==> src/rtl/wb_pkg.sv <==
// Shared constants and entry type for the register-file writeback path.
// Latency: n/a (types and constants only).
// Backpressure: n/a.
package wb_pkg;

  localparam logic [3:0] REG_PC    = 4'd15;
  localparam int         NUM_REGS  = 16;
  localparam int         WB_ADDR_W = 4;
  localparam int         WB_DATA_W = 32;

  // One queued result: destination register and the value to write there.
  typedef struct packed {
    logic [WB_ADDR_W-1:0] dest;
    logic [WB_DATA_W-1:0] data;
  } wb_entry_t;

endpackage

==> src/rtl/wb_fifo.sv <==
// Dual-write, single-read circular buffer with occupancy count; exposes storage and valid mask.
// Latency: an entry written at edge N is visible at the head after edge N when the buffer was empty.
// Backpressure: none internally; callers gate writes on count so the buffer never overflows.
import wb_pkg::*;

module wb_fifo #(
  parameter int  DEPTH   = 4,
  parameter type entry_t = wb_entry_t,
  parameter int  PTR_W   = $clog2(DEPTH),
  parameter int  CNT_W   = $clog2(DEPTH+1)
) (
  input  logic             clk,
  input  logic             reset,
  input  logic             clear,
  input  logic             wr0_vld,
  input  entry_t           wr0_dat,
  input  logic             wr1_vld,
  input  entry_t           wr1_dat,
  input  logic             rd_vld,
  output entry_t           head_dat,
  output logic [PTR_W-1:0] head_ptr,
  output logic [CNT_W-1:0] count,
  output entry_t           entries [DEPTH],
  output logic [DEPTH-1:0] entry_vld
);

  entry_t           mem [DEPTH];
  logic [PTR_W-1:0] wr_ptr;
  logic [PTR_W-1:0] rd_ptr;

  // Storage: slot wr1 is only used together with wr0, so it always lands one past wr0.
  always_ff @(posedge clk) begin
    if (wr0_vld) mem[wr_ptr] <= wr0_dat;
    if (wr1_vld) mem[wr_ptr + PTR_W'(1)] <= wr1_dat;
  end

  // Pointers and count; reset beats clear, clear beats any traffic.
  always_ff @(posedge clk) begin
    if (reset) begin
      wr_ptr <= '0;
      rd_ptr <= '0;
      count  <= '0;
    end else if (clear) begin
      wr_ptr <= '0;
      rd_ptr <= '0;
      count  <= '0;
    end else begin
      wr_ptr <= wr_ptr + PTR_W'(wr0_vld) + PTR_W'(wr1_vld);
      rd_ptr <= rd_ptr + PTR_W'(rd_vld);
      count  <= count + CNT_W'(wr0_vld) + CNT_W'(wr1_vld) - CNT_W'(rd_vld);
    end
  end

  // A slot is live when its distance from the read pointer is below the count.
  always_comb begin
    logic [PTR_W-1:0] off;
    off       = '0;
    entry_vld = '0;
    for (int i = 0; i < DEPTH; i++) begin
      off          = PTR_W'(i) - rd_ptr;
      entry_vld[i] = CNT_W'(off) < count;
    end
  end

  assign entries  = mem;
  assign head_dat = mem[rd_ptr];
  assign head_ptr = rd_ptr;

endmodule

==> src/rtl/writeback_queue.sv <==
// Ordered writeback queue: merges load and ALU results, redirects R15 to the PC, exports a pending scoreboard.
// Latency: result accepted at edge N is written at edge N+1 when the queue was empty and not held.
// Backpressure: memReady/aluReady from registered count only (room for 1 / 2); wbHold stalls draining.
// Optional build macro WB_FORWARD_EN adds the combinational youngest-entry forwarding ports.
import wb_pkg::*;

module writeback_queue #(
  parameter int DEPTH  = 4,
  parameter int DATA_W = 32,
  parameter int ADDR_W = 4,
  parameter int CNT_W  = $clog2(DEPTH+1)
) (
  input  logic              clk,
  input  logic              reset,
  input  logic              memValid,
  input  logic [ADDR_W-1:0] memDest,
  input  logic [DATA_W-1:0] memData,
  output logic              memReady,
  input  logic              aluValid,
  input  logic [ADDR_W-1:0] aluDest,
  input  logic [DATA_W-1:0] aluData,
  output logic              aluReady,
  input  logic              wbHold,
  input  logic              flush,
  output logic [ADDR_W-1:0] writeDestination,
  output logic              writeEnable,
  output logic [DATA_W-1:0] writeData,
  output logic              pcWriteValid,
  output logic [DATA_W-1:0] pcWriteData,
  output logic [15:0]       pending,
`ifdef WB_FORWARD_EN
  input  logic [ADDR_W-1:0] fwdReg1,
  input  logic [ADDR_W-1:0] fwdReg2,
  output logic              fwdHit1,
  output logic              fwdHit2,
  output logic [DATA_W-1:0] fwdData1,
  output logic [DATA_W-1:0] fwdData2,
`endif
  output logic [CNT_W-1:0]  queueCount
);

  localparam int PTR_W = $clog2(DEPTH);

  typedef struct packed {
    logic [ADDR_W-1:0] dest;
    logic [DATA_W-1:0] data;
  } entry_t;

  entry_t           mem_entry;
  entry_t           alu_entry;
  entry_t           wr0_dat;
  entry_t           head_dat;
  entry_t           entries [DEPTH];
  logic [DEPTH-1:0] entry_vld;
  logic [PTR_W-1:0] head_ptr;
  logic [CNT_W-1:0] count;
  logic             mem_acc;
  logic             alu_acc;
  logic             deq;
  logic             head_is_pc;

  assign mem_entry = '{dest: memDest, data: memData};
  assign alu_entry = '{dest: aluDest, data: aluData};

  // Room is judged on the registered count alone; a same-cycle drain earns no credit.
  assign memReady = !flush && (count < CNT_W'(DEPTH));
  assign aluReady = !flush && (count < CNT_W'(DEPTH-1));
  assign mem_acc  = memValid && memReady;
  assign alu_acc  = aluValid && aluReady;

  // Load result goes in first; ALU result takes the second slot only when both are accepted.
  assign wr0_dat = mem_acc ? mem_entry : alu_entry;

  assign deq        = (count != '0) && !wbHold;
  assign head_is_pc = head_dat.dest == ADDR_W'(REG_PC);

  wb_fifo #(
    .DEPTH   (DEPTH),
    .entry_t (entry_t)
  ) u_fifo (
    .clk       (clk),
    .reset     (reset),
    .clear     (flush),
    .wr0_vld   (mem_acc || alu_acc),
    .wr0_dat   (wr0_dat),
    .wr1_vld   (mem_acc && alu_acc),
    .wr1_dat   (alu_entry),
    .rd_vld    (deq),
    .head_dat  (head_dat),
    .head_ptr  (head_ptr),
    .count     (count),
    .entries   (entries),
    .entry_vld (entry_vld)
  );

  assign queueCount = count;

  // Head issue: R15 goes to the PC port, everything else to the register file; all zero when idle.
  always_comb begin
    writeEnable      = 1'b0;
    writeDestination = '0;
    writeData        = '0;
    pcWriteValid     = 1'b0;
    pcWriteData      = '0;
    if (deq) begin
      if (head_is_pc) begin
        pcWriteValid = 1'b1;
        pcWriteData  = head_dat.data;
      end else begin
        writeEnable      = 1'b1;
        writeDestination = head_dat.dest;
        writeData        = head_dat.data;
      end
    end
  end

  // Scoreboard: one bit per register with any live entry aimed at it.
  always_comb begin
    pending = '0;
    for (int i = 0; i < DEPTH; i++) begin
      if (entry_vld[i] && (32'(entries[i].dest) < NUM_REGS))
        pending[entries[i].dest[3:0]] = 1'b1;
    end
  end

`ifdef WB_FORWARD_EN
  // Forwarding: walk oldest to youngest so the youngest matching entry wins.
  always_comb begin
    logic [PTR_W-1:0] idx;
    idx      = '0;
    fwdHit1  = 1'b0;
    fwdHit2  = 1'b0;
    fwdData1 = '0;
    fwdData2 = '0;
    for (int k = 0; k < DEPTH; k++) begin
      idx = head_ptr + PTR_W'(k);
      if (entry_vld[idx] && entries[idx].dest == fwdReg1) begin
        fwdHit1  = 1'b1;
        fwdData1 = entries[idx].data;
      end
      if (entry_vld[idx] && entries[idx].dest == fwdReg2) begin
        fwdHit2  = 1'b1;
        fwdData2 = entries[idx].data;
      end
    end
  end
`else
  logic unused_head_ptr;
  assign unused_head_ptr = ^head_ptr;
`endif

endmodule

==> config.mk <==
export PLATFORM = sky130hd
export DESIGN_NAME = writeback_queue
export DESIGN_NICKNAME = d
export VERILOG_FILES = /design/src/rtl/wb_pkg.sv /design/src/rtl/wb_fifo.sv /design/src/rtl/writeback_queue.sv
export SDC_FILE = /design/constraint.sdc
export NUM_CORES = 1
export LEC_CHECK = 0
export ABC_AREA = 1
export CAP_MARGIN = 20
export CORE_ASPECT_RATIO = 0.7
export CORE_MARGIN = 5
export CORE_UTILIZATION = 45
export DETAILED_ROUTE_END_ITERATION = 7
export DONT_BUFFER_PORTS = 1
export MAX_ROUTING_LAYER = met4
export PLACE_DENSITY = 0.67
export SYNTH_ARGS = -nofsm -noshare
export SYNTH_HDL_FRONTEND = slang
export SYNTH_SLANG_ARGS = --single-unit
==> constraint.sdc <==
create_clock -name clk -period 3.22 [get_ports clk]
set_clock_uncertainty 0.2 [all_clocks]
set_input_delay 0.161 -clock clk [delete_from_list [all_inputs] [get_ports clk]]
set_output_delay 0.161 -clock clk [all_outputs]
set_load 0.05 [all_outputs]
======== Word level (Yosys, flattened, before mapping) ========
Cells that the tools add are included.
W data, S select, Z words.
storage, ports and cells
  logic and storage cells ................. 99
  register bits ........................... 151
operators by class
  reduce and logical (&&, ||, !) cells .... 17
  add/sub/neg operators ................... 11
  mux-type cells .......................... 34
  $lt $le $gt $ge ......................... 19
  equal/unequal tests ..................... 1
  bitwise operators ....................... 6
operator list
  cell                   count
  $bwmux W144            2
  $mux W144              2
  $mux W36               5
  $demux W36 S2          2
  $mux W32               4
  $bmux W36 S2           1
  $mux W16               4
  $or A16 B16 Y16        3
  $lt A4 B5 Y1 const B   4
  $demux W1 S4           4
  $ge A4 B1 Y1 const B   4
  $logic_and A1 B1 Y1    12
  $lt A2 B3 Y1           4
  $ge A3 B3 Y1 const B   3
  $not A2 Y3             3
  $mux W1                8
  $mux W4                2
  $add A2 B1 Y2          3
  $add A3 B1 Y3          2
  $lt A3 B1 Y1 const B   2
  $eq A4 B4 Y1 const B   1
  $sub A1 B2 Y2 const A  2
  $sub A2 B2 Y2 const A  2
  $lt A3 B2 Y1 const B   1
  7 further kinds        8

======== Depth between registers and ports, before layout ========
Gate-level depths: netlist of run 1.
  depth after elaboration ................. 11
  gate-level depth with buffers ........... 14
  depth with buffers taken out ............ 12

======== Modules after synthesis ========
From an unflattened synthesis of run 1, not the netlist that was laid out.
unflattened totals
  cell total of the unflattened synthesis .. 1824
  area total of the unflattened synthesis .. 10328.7 um2
by module, submodules not included
  module           seq. area each (um2)  area an instance (um2)  cells an instance  instances
  wb_fifo          3022.9                8324.2                  1384               1
  writeback_queue  0.0                   2004.4                  440                1

======== Least setup slack after synthesis of run 1 ========
Ideal clock, no wire load.
  kind .................................... register to register
  start point ............................. register u_fifo.count[2]
  end point ............................... register u_fifo.count[2]
  slack ................................... -479 ps
  path buffers ............................ 2
  arrival ................................. 3377 ps
  cell stages (with the launch flop) ...... 15
  data required time ...................... 2897 ps
  period minus slack after synthesis ...... 3699 ps
  path through ............................ dfxtp_1 clkinv_1 ha_1 nand2_1 nand3_2 nor2_4 buf_4 buf_2 inv_1 ha_1 inv_1 fa_1 fa_1 xnor2_1 nor2_1
on the way
  cells in the longest elaborated chain, start to end .. 7
  elaborated cells on any way between the ends .. 13
RTL lines
  element                                       line                                          RTL
  start, declared                               wb_fifo.sv:22                                 output logic [CNT_W-1:0] count,
  start signal, assigned                        wb_fifo.sv:50                                 count <= count + CNT_W'(wr0_vld) + CNT_W'(wr1_vld) - CNT_W'(rd_vld);
  $lt A3 B3 Y1 or $lt A3 B2 Y1 (tied branches)  writeback_queue.sv:66, writeback_queue.sv:67
  $logic_and A1 B1 Y1 (on tied branches)        writeback_queue.sv:66, writeback_queue.sv:67
  $logic_and A1 B1 Y1 (on tied branches)        writeback_queue.sv:68, writeback_queue.sv:69
  $logic_or A1 B1 Y1                            writeback_queue.sv:84                         .wr0_vld (mem_acc || alu_acc),
  $add A3 B1 Y3 (2 in a row)                    wb_fifo.sv:50
  $sub A3 B1 Y3 (*)                             wb_fifo.sv:50
Every way passes the cells marked *; elsewhere a longest branch is shown, timed or not.
A chain may end at the register's enable or synchronous reset.

======== Worst setup path in the final report of run 1 ========
  start point ............................. register u_fifo.count[2]
  end point ............................... register u_fifo.mem (netlist bit u_fifo.entries[134])
on the way
  cells in the longest elaborated chain, start to end .. 8
  elaborated cells on any way between the ends .. 13
RTL lines
  element                        line                   RTL
  $lt A3 B3 Y1                   writeback_queue.sv:66  assign memReady = !flush && (count < CNT_W'(DEPTH));
  $logic_and A1 B1 Y1            writeback_queue.sv:66
  $logic_and A1 B1 Y1            writeback_queue.sv:68  assign mem_acc = memValid && memReady;
  $mux W36                       writeback_queue.sv:72  assign wr0_dat = mem_acc ? mem_entry : alu_entry;
  $bwmux W144                    wb_fifo.sv:33          if (wr0_vld) mem[wr_ptr] <= wr0_dat;
  $mux W144                      wb_fifo.sv:33
  $bwmux W144                    wb_fifo.sv:34          if (wr1_vld) mem[wr_ptr + PTR_W'(1)] <= wr1_dat;
  $mux W144 (*)                  wb_fifo.sv:34
  end signal, assigned by index  wb_fifo.sv:33
  end signal, assigned by index  wb_fifo.sv:34
  end, declared                  wb_fifo.sv:27          entry_t mem [DEPTH];
Marks and branches as above.

==> flow_summary_export.csv, run 1 <==
group,metric,value,unit
run_status,status,"completed",
power_and_ir_drop,clock_power_share,23.2,%
cells_and_area,mostFrequentLayoutCells,"nand2_1 (440), nand3_1 (420), inv_1 (180)",
clock_network,cts_sinks,151,
timing,max_slew_margin,50.4,%
power_and_ir_drop,powerDensity,717,nW/um^2
setup_path,arrival,3.22,ns
floorplan,ios,169,
power_and_ir_drop,total_power,8.77,mW
detailed_routing,initialDrtViolationCount,1476,
setup_path,end_kind,"flip-flop",
setup_path,critPathRequiredTime,3.40,ns
setup_path,worstSetupPathType,"reg -> reg",
detailed_routing,via_count,11600,
timing,hold_violations,0,
worst_hold_path,hp-start,"memData[7]",
power_and_ir_drop,switching_power,3.71,mW
detailed_routing,wl_per_cell,17.9,microns
placement,io_buffers,0,
timing,fin_crit_sh,94.4,%
power_and_ir_drop,leakage,6.31,nW
cells_and_area,utilization,56.4,%
timing,period_needed,3.04,ns
floorplan,start_util,45.7,%
yosys,yosys.area_share.xor_xnor,0.265,%
power_and_ir_drop,p_int,5.06,mW
floorplan,die_y,134,microns
yosys,synth_cells,1648,
detailed_routing,drt-total-wl,36800,microns
yosys,avgSynthCellArea,6.02,sq um
yosys,synth_flop_cell,"dfxtp_1",
yosys,synth_top_family_by_area,"simple AND/OR/NAND/NOR gates",
power_and_ir_drop,seqPwrFrac,33.6,%
floorplan,core,21700,sq um
setup_path,cp-start-kind,"flip-flop",
yosys,syn-cell-area,9910,sq um
setup_path,worst-r2r-cell-count,11,
detailed_routing,routed_via_density,5.67,
global_routing,antenna_found_initial,1,
clock_network,htreeDepth,4,
global_routing,grt_pass1_vias,10600,
global_routing,grtUsageTotal,28.6,%
cells_and_area,final_common_cell,"nand2_1",
placement,dp_hpwl,22600,microns
clock_network,root_buffer,"clkbuf_16",
setup_path,worstPathMaxFanout,20,
power_and_ir_drop,combPwrFrac,43.2,%
setup_path,cp_slowest_stage_delay,0.54,ns
power_and_ir_drop,irDropWorstVdd,0.418,mV
global_routing,grt_pass1_wl,57100,microns
timing,slew_violations,0,
detailed_routing,drtAntennaViolNets,0,
clock_network,clk_pin_slew,0.07,ns
yosys,synthArstFlopShare,0,%
timing,max_freq,0.329,GHz
yosys,synth-simple-area-share,45.9,%
cells_and_area,syn2layout_area_growth,23.3,%
yosys,synth-seq-cells,151,
yosys,yosys.area_share.adder,1.49,%
setup_path,crit_top_cell,"nand2_1",
setup_path,path_delay_family,"simple AND/OR/NAND/NOR gates",
clock_network,clockBufferDepth,2,
cells_and_area,layout.nets,1842,
global_routing,overflow,0,
clock_network,clk-insertion-delay-late,0.43,ns
floorplan,die_w,187,microns
yosys,synth_edf_count,0,
floorplan,rows,45,
yosys,synthMuxAreaShare,0,%
clock_network,cts_buffers,17,
setup_path,crit_start,"u_fifo.count[2]",
yosys,ys_seq_area_share,30.5,%
run,cap_violations,0,
placement,gp_congestion,0.968,
floorplan,die-area,25100,sq um
yosys,synth_nets,1736,
detailed_routing,first_pass_iters,6,
setup_path,path_depth,11,
worst_hold_path,holdPathStages,5,
power_and_ir_drop,swShare,42.3,%
yosys,synth-compound-area-share,9.09,%
global_routing,grt_max_degree,149,
setup_path,path_cells,"clkinv_2 > ha_1 > nand2_1 > nand3_2 > nand2_4 > nand2_1 > buf_4 > nand2_1 > nand3_1 > nand2_1 > dlygate4sd3_1",
worst_hold_path,hp-class,"in -> reg",
timing,setup_viol,0,
cells_and_area,drive_gt1_share,10.2,%
yosys,yosysWarnings,0,
timing,worst_pin_slew,0.741,ns
clock_network,cts_setup_buffers,0,
setup_path,cp.buffers_inverters,3,
detailed_routing,drcViolationCount,0,
yosys,ys_types,31,
setup_path,worst_path_max_delay_cell,"dlygate4sd3_1",
setup_path,worstReg2RegStart,"u_fifo.count[2]",
clock_network,cts_tree,"yes",
==> cell usage after synthesis, types with 2 or more instances <==
cell | instances | area (sq um)
xnor2_1 | 2 | 17.5
inv_1 | 181 | 679
nor2_1 | 132 | 495
o21ai_1 | 43 | 215
nand3b_1 | 10 | 75.1
clkbuf_1 | 38 | 143
nand3_2 | 2 | 20.0
buf_2 | 50 | 250
clkinv_1 | 2 | 7.51
buf_1 | 18 | 67.6
o21ai_0 | 11 | 55.1
nand2_2 | 7 | 43.8
fa_1 | 3 | 60.1
nand4_1 | 16 | 100
nand2_1 | 441 | 1660
dfxtp_1 | 151 | 3020
a21oi_1 | 37 | 185
nand2_4 | 2 | 22.5
ha_1 | 7 | 87.6
buf_6 | 6 | 67.6
nor2_4 | 2 | 22.5
nand3_1 | 420 | 2100
inv_2 | 2 | 7.51
buf_4 | 6 | 45.0
a22oi_1 | 23 | 173
o211ai_1 | 23 | 173
o221ai_1 | 9 | 78.8
==> per-stage QoR <==
| step | setup TNS, ns | hold slack (ns) | cell area, sq um | cells | worst slack, ns |
|---|---|---|---|---|---|
| 2_1_floorplan | 0 | 0.0994 | 9920 | 1648 | 0.0778 |
| 3_3_place_gp | 0 | 0.101 | 10800 | 1932 | 0.380 |
| 3_5_place_dp | 0 | 0.105 | 10800 | 1932 | 0.288 |
| 4_1_cts | 0 | 0.000163 | 12200 | 2048 | 0.0238 |
| 5_1_grt | -0.00496 | 0.0650 | 12200 | 2050 | -0.00490 |
| 6_report | 0 | 0.0195 | 12200 | 2050 | 0.179 |
==> what timing repair did <==
action                     4_1_cts  5_1_grt
gates resized for setup          2       10
hold buffers                    84        0
gates cloned                     0        1
setup endpoints to repair       11       28
hold endpoints to repair       151        0
pin swaps                        0        0
==> path summary, 6_finish.rpt <==
kind                                       endpoint  slack [ns]
worst max register to register  u_fifo.entries[134]        0.18
worst max-delay path            u_fifo.entries[134]        0.18
worst min-delay path             u_fifo.entries[79]        0.02
worst min register to register   u_fifo.entries[26]        0.32
==> per-layer routing <==
metal  wire, microns  global-route usage (%)  up-vias
li1                -                       -     5588
met1           16000                    39.5     5249
met2           16000                    42.2      715
met3            4030                    6.09       76
met4             748                    8.80        0
met5               0                       -        -
==> cell type report <==
type	instances	area [sq um]
fillers	2082	9450
multi-input cells	1194	5670
flip-flops and latches	151	3030
repair buffers	205	1890
inverters	185	696
clock buffers	20	457
well taps	282	353
clock inverters	12	128
diodes	1	2.50
==> state kept, by name, indices dropped and copies added, names as in the netlist <==
| register | count |
|---|---|
| u_fifo.wr_ptr | 2 |
| u_fifo.head_ptr | 2 |
| u_fifo.entries | 144 |
| u_fifo.count | 3 |
==> kinds of logic (layout without fill, tap and decap cells) <==
family / after synthesis / in the layout
simple gates: 1034 / 1034
xor+xnor: 3 / 3
flops: 151 / 151
other cells: 0 / 1
buf+inv: 303 / 422
compound gates: 147 / 147
fa+ha+maj: 10 / 10
==> power by group through the flow <==
stage / registers [mW] / logic (mW) / clock network [mW]
2_1_floorplan: 2.88 / 2.64 / 0
3_3_place_gp: 2.95 / 3.46 / 0
3_5_place_dp: 2.97 / 3.49 / 0
4_1_cts: 2.93 / 3.71 / 2.04
5_1_grt: 3.01 / 4.17 / 2.13
6_report: 2.95 / 3.79 / 2.03
==> tightest hold or removal path: cells and delay by family <==
family / cells / cell delay (ns)
and+or+nand+nor: 4 / 0.35
AOI/OAI and AO/OA: 1 / 0.10
Note: power is estimated with default switching activity, not from simulation.
==> run 2: changes to the inputs <==
--- a/config.mk
+++ b/config.mk
@@ -14,6 +14,7 @@
 export DONT_BUFFER_PORTS = 1
 export MAX_ROUTING_LAYER = met4
 export PLACE_DENSITY = 0.67
+export RECOVER_POWER = 50
 export SYNTH_ARGS = -nofsm -noshare
 export SYNTH_HDL_FRONTEND = slang
 export SYNTH_SLANG_ARGS = --single-unit
==> run 2 against run 1 <==
Die area stayed put. Non-clock buffer count stayed put. Via count is 0.46% higher. Hold slack worse by 0.012 ns. Critical path depth stayed put. Register-to-register slack hardly changed. Total power is 0.35% lower. Routed wire length is 0.32% higher. Core utilization is 0.25 points lower. Combinational power hardly changed. Highest routed layer unchanged. First-iteration DRC count is 4.9% lower.
==> flow_summary_export.csv, run 2 (synthesized netlist as in run 1, its figures left out) <==
group,metric,value,unit
cells_and_area,largest_reg_flops,144,
clock_network,root_buffer,"clkbuf_16",
timing,worst_pin_slew,1.02,ns
floorplan,rows,45,
detailed_routing,drtAntennaViolNets,0,
setup_path,critPathRequiredTime,2.86,ns
timing,fin_tns_setup,0,ns
global_routing,antenna_found_initial,1,
global_routing,grt_max_degree,149,
clock_network,cts_buffers,17,
clock_network,cts_setup_buffers,0,
setup_path,arrival,2.68,ns
placement,gp_congestion,0.968,
clock_network,htreeDepth,4,
floorplan,die-area,25100,sq um
timing,rsz0062_at_grt,"false",
worst_hold_path,hp-start,"memDest[3]",
worst_hold_path,hp-class,"in -> reg",
cells_and_area,mostFrequentLayoutCells,"nand2_1 (441), nand3_1 (420), inv_1 (180)",
power_and_ir_drop,leakage,6.26,nW
clock_network,clk_pin_slew,0.06,ns
detailed_routing,wl_per_cell,18.0,microns
cells_and_area,syn2layout_area_growth,22.8,%
floorplan,die_w,187,microns
detailed_routing,routed_via_density,5.70,
timing,max_slew_margin,32.2,%
power_and_ir_drop,powerDensity,717,nW/um^2
detailed_routing,drt-total-wl,36900,microns
timing,max_freq,0.328,GHz
clock_network,clk-insertion-delay-late,0.43,ns
placement,place_ws,0.288,ns
global_routing,overflow,0,
power_and_ir_drop,p_int,5.03,mW
setup_path,crit_start,"u_fifo.head_ptr[1]",
floorplan,ios,169,
cells_and_area,utilization,56.2,%
floorplan,core,21700,sq um
worst_hold_path,holdPathStages,5,
timing,setup_viol,0,
timing,slew_violations,0,
cells_and_area,drive_gt1_share,9.85,%
setup_path,regToRegEndpoint,"u_fifo.entries[134]",
setup_path,worst_path_max_delay_cell,"dfxtp_2",
setup_path,cp_slowest_stage_delay,0.48,ns
placement,dp_hpwl,22600,microns
cells_and_area,final_common_cell,"nand2_1",
setup_path,cp.buffers_inverters,3,
power_and_ir_drop,irDropWorstVdd,0.415,mV
global_routing,grtUsageTotal,28.6,%
floorplan,die_y,134,microns
run,cap_violations,0,
setup_path,end_kind,"primary output",
floorplan,start_util,45.7,%
detailed_routing,via_count,11700,
setup_path,worst-r2r-cell-count,11,
cells_and_area,layout.nets,1842,
placement,postPlaceCellArea,10800,sq um
power_and_ir_drop,total_power,8.74,mW
setup_path,r2r_slack,0.19,ns
global_routing,grt_pass1_wl,57100,microns
timing,finalWorstSetupSlack,0.174,ns
timing,hold_violations,0,
setup_path,path_delay_family,"simple AND/OR/NAND/NOR gates",
cells_and_area,num-fill-cells,2097,
placement,io_buffers,0,
detailed_routing,first_pass_iters,5,
setup_path,worstSetupPathType,"reg -> out",
setup_path,worstReg2RegStart,"u_fifo.count[2]",
timing,period_needed,3.05,ns
power_and_ir_drop,seqPwrFrac,33.7,%
setup_path,path_cells,"inv_2 > nand2_4 > inv_2 > nor2_1 > ha_1 > nand3_1 > nand2_1 > nor2_1 > nand2_1 > nand4_1 > buf_4",
cells_and_area,final_cell_area,12200,sq um
power_and_ir_drop,combPwrFrac,43.1,%
clock_network,cts_tree,"yes",
setup_path,cp-start-kind,"flip-flop",
clock_network,clockBufferDepth,2,
global_routing,grt_pass1_vias,10600,
detailed_routing,initialDrtViolationCount,1403,
run_status,status,"completed",
setup_path,worstPathMaxFanout,14,
power_and_ir_drop,clock_power_share,23.2,%
detailed_routing,drcViolationCount,0,
worst_hold_path,min_to,"u_fifo.entries[35]",
clock_network,cts_sinks,151,
power_and_ir_drop,swShare,42.5,%
power_and_ir_drop,switching_power,3.71,mW
timing,fin_crit_sh,94.6,%
run 2: cell count changes in the layout (fill, tap and decap cells not counted), sizes merged:
cell,previous run,this run
buf,120,105
clkbuf,21,36
run 2: layout make-up:
class	count	area [sq um]	share of cell area (%)
Multi-Input combinational cell	1194	5660	46.5
Sequential cell	151	3030	24.9
Timing Repair Buffer	205	1850	15.2
Inverter	185	696	5.71
Clock buffer	20	457	3.75
Tap cell	282	353	2.90
Clock inverter	12	128	1.05
Antenna cell	1	2.50	0.0206
run 2: repair_timing:
action,in CTS,in global routing
setup endpoints to repair,11,28
gates cloned,0,1
gates resized for setup,2,10
endpoints found under the hold margin,151,0
hold buffers,84,0
run 2: worst max path at each step:
| stage | slack, ns | endpoint | depth (start not counted) |
|---|---|---|---|
| finish | 0.17 | pending[12] | 11 |
| floorplan | 0.08 | u_fifo.count[2] | 14 |
| CTS | 0.02 | pending[8] | 12 |
| global placement | 0.38 | pending[14] | 12 |
| detailed placement | 0.29 | u_fifo.entries[106] | 10 |
| global route | 0.007 | pending[12] | 11 |
run 2: worst reg2reg max path: cells and delay by family (launching register included):
kind	cells	cell delay, ns
buf+inv	3	1.02
fa+ha+maj	1	0.22
flops	1	0.38
simple gates	7	1.16
run 2: per-layer routing:
metal / track usage (%) / wire length, microns / share of wire, % / vias up
met1: 39.5 / 15900 / 43 / 5256
met3: 6.09 / 4050 / 11 / 82
met2: 42.2 / 16100 / 44 / 762
met5: - / 0 / 0 / -
li1: - / - / - / 5581
met4: 8.80 / 755 / 2.0 / 0
run 2: through the flow:
| stage | cells | hold WS (ns) |
|---|---|---|
| after global placement | 1932 | 0.101 |
| after detailed placement | 1932 | 0.105 |
| final | 2050 | 0.00723 |
| after global routing | 2050 | 0.0650 |
| after CTS | 2048 | 0.000163 |
| after floorplan | 1648 | 0.0994 |
run 2: power by group through the flow:
stage / Sequential [mW] / Clock, mW / Combinational, mW
after global placement: 2.95 / 0 / 3.46
after floorplan: 2.88 / 0 / 2.64
after CTS: 2.93 / 2.04 / 3.71
after global routing: 3.01 / 2.13 / 4.14
final: 2.94 / 2.03 / 3.76
after detailed placement: 2.97 / 0 / 3.49
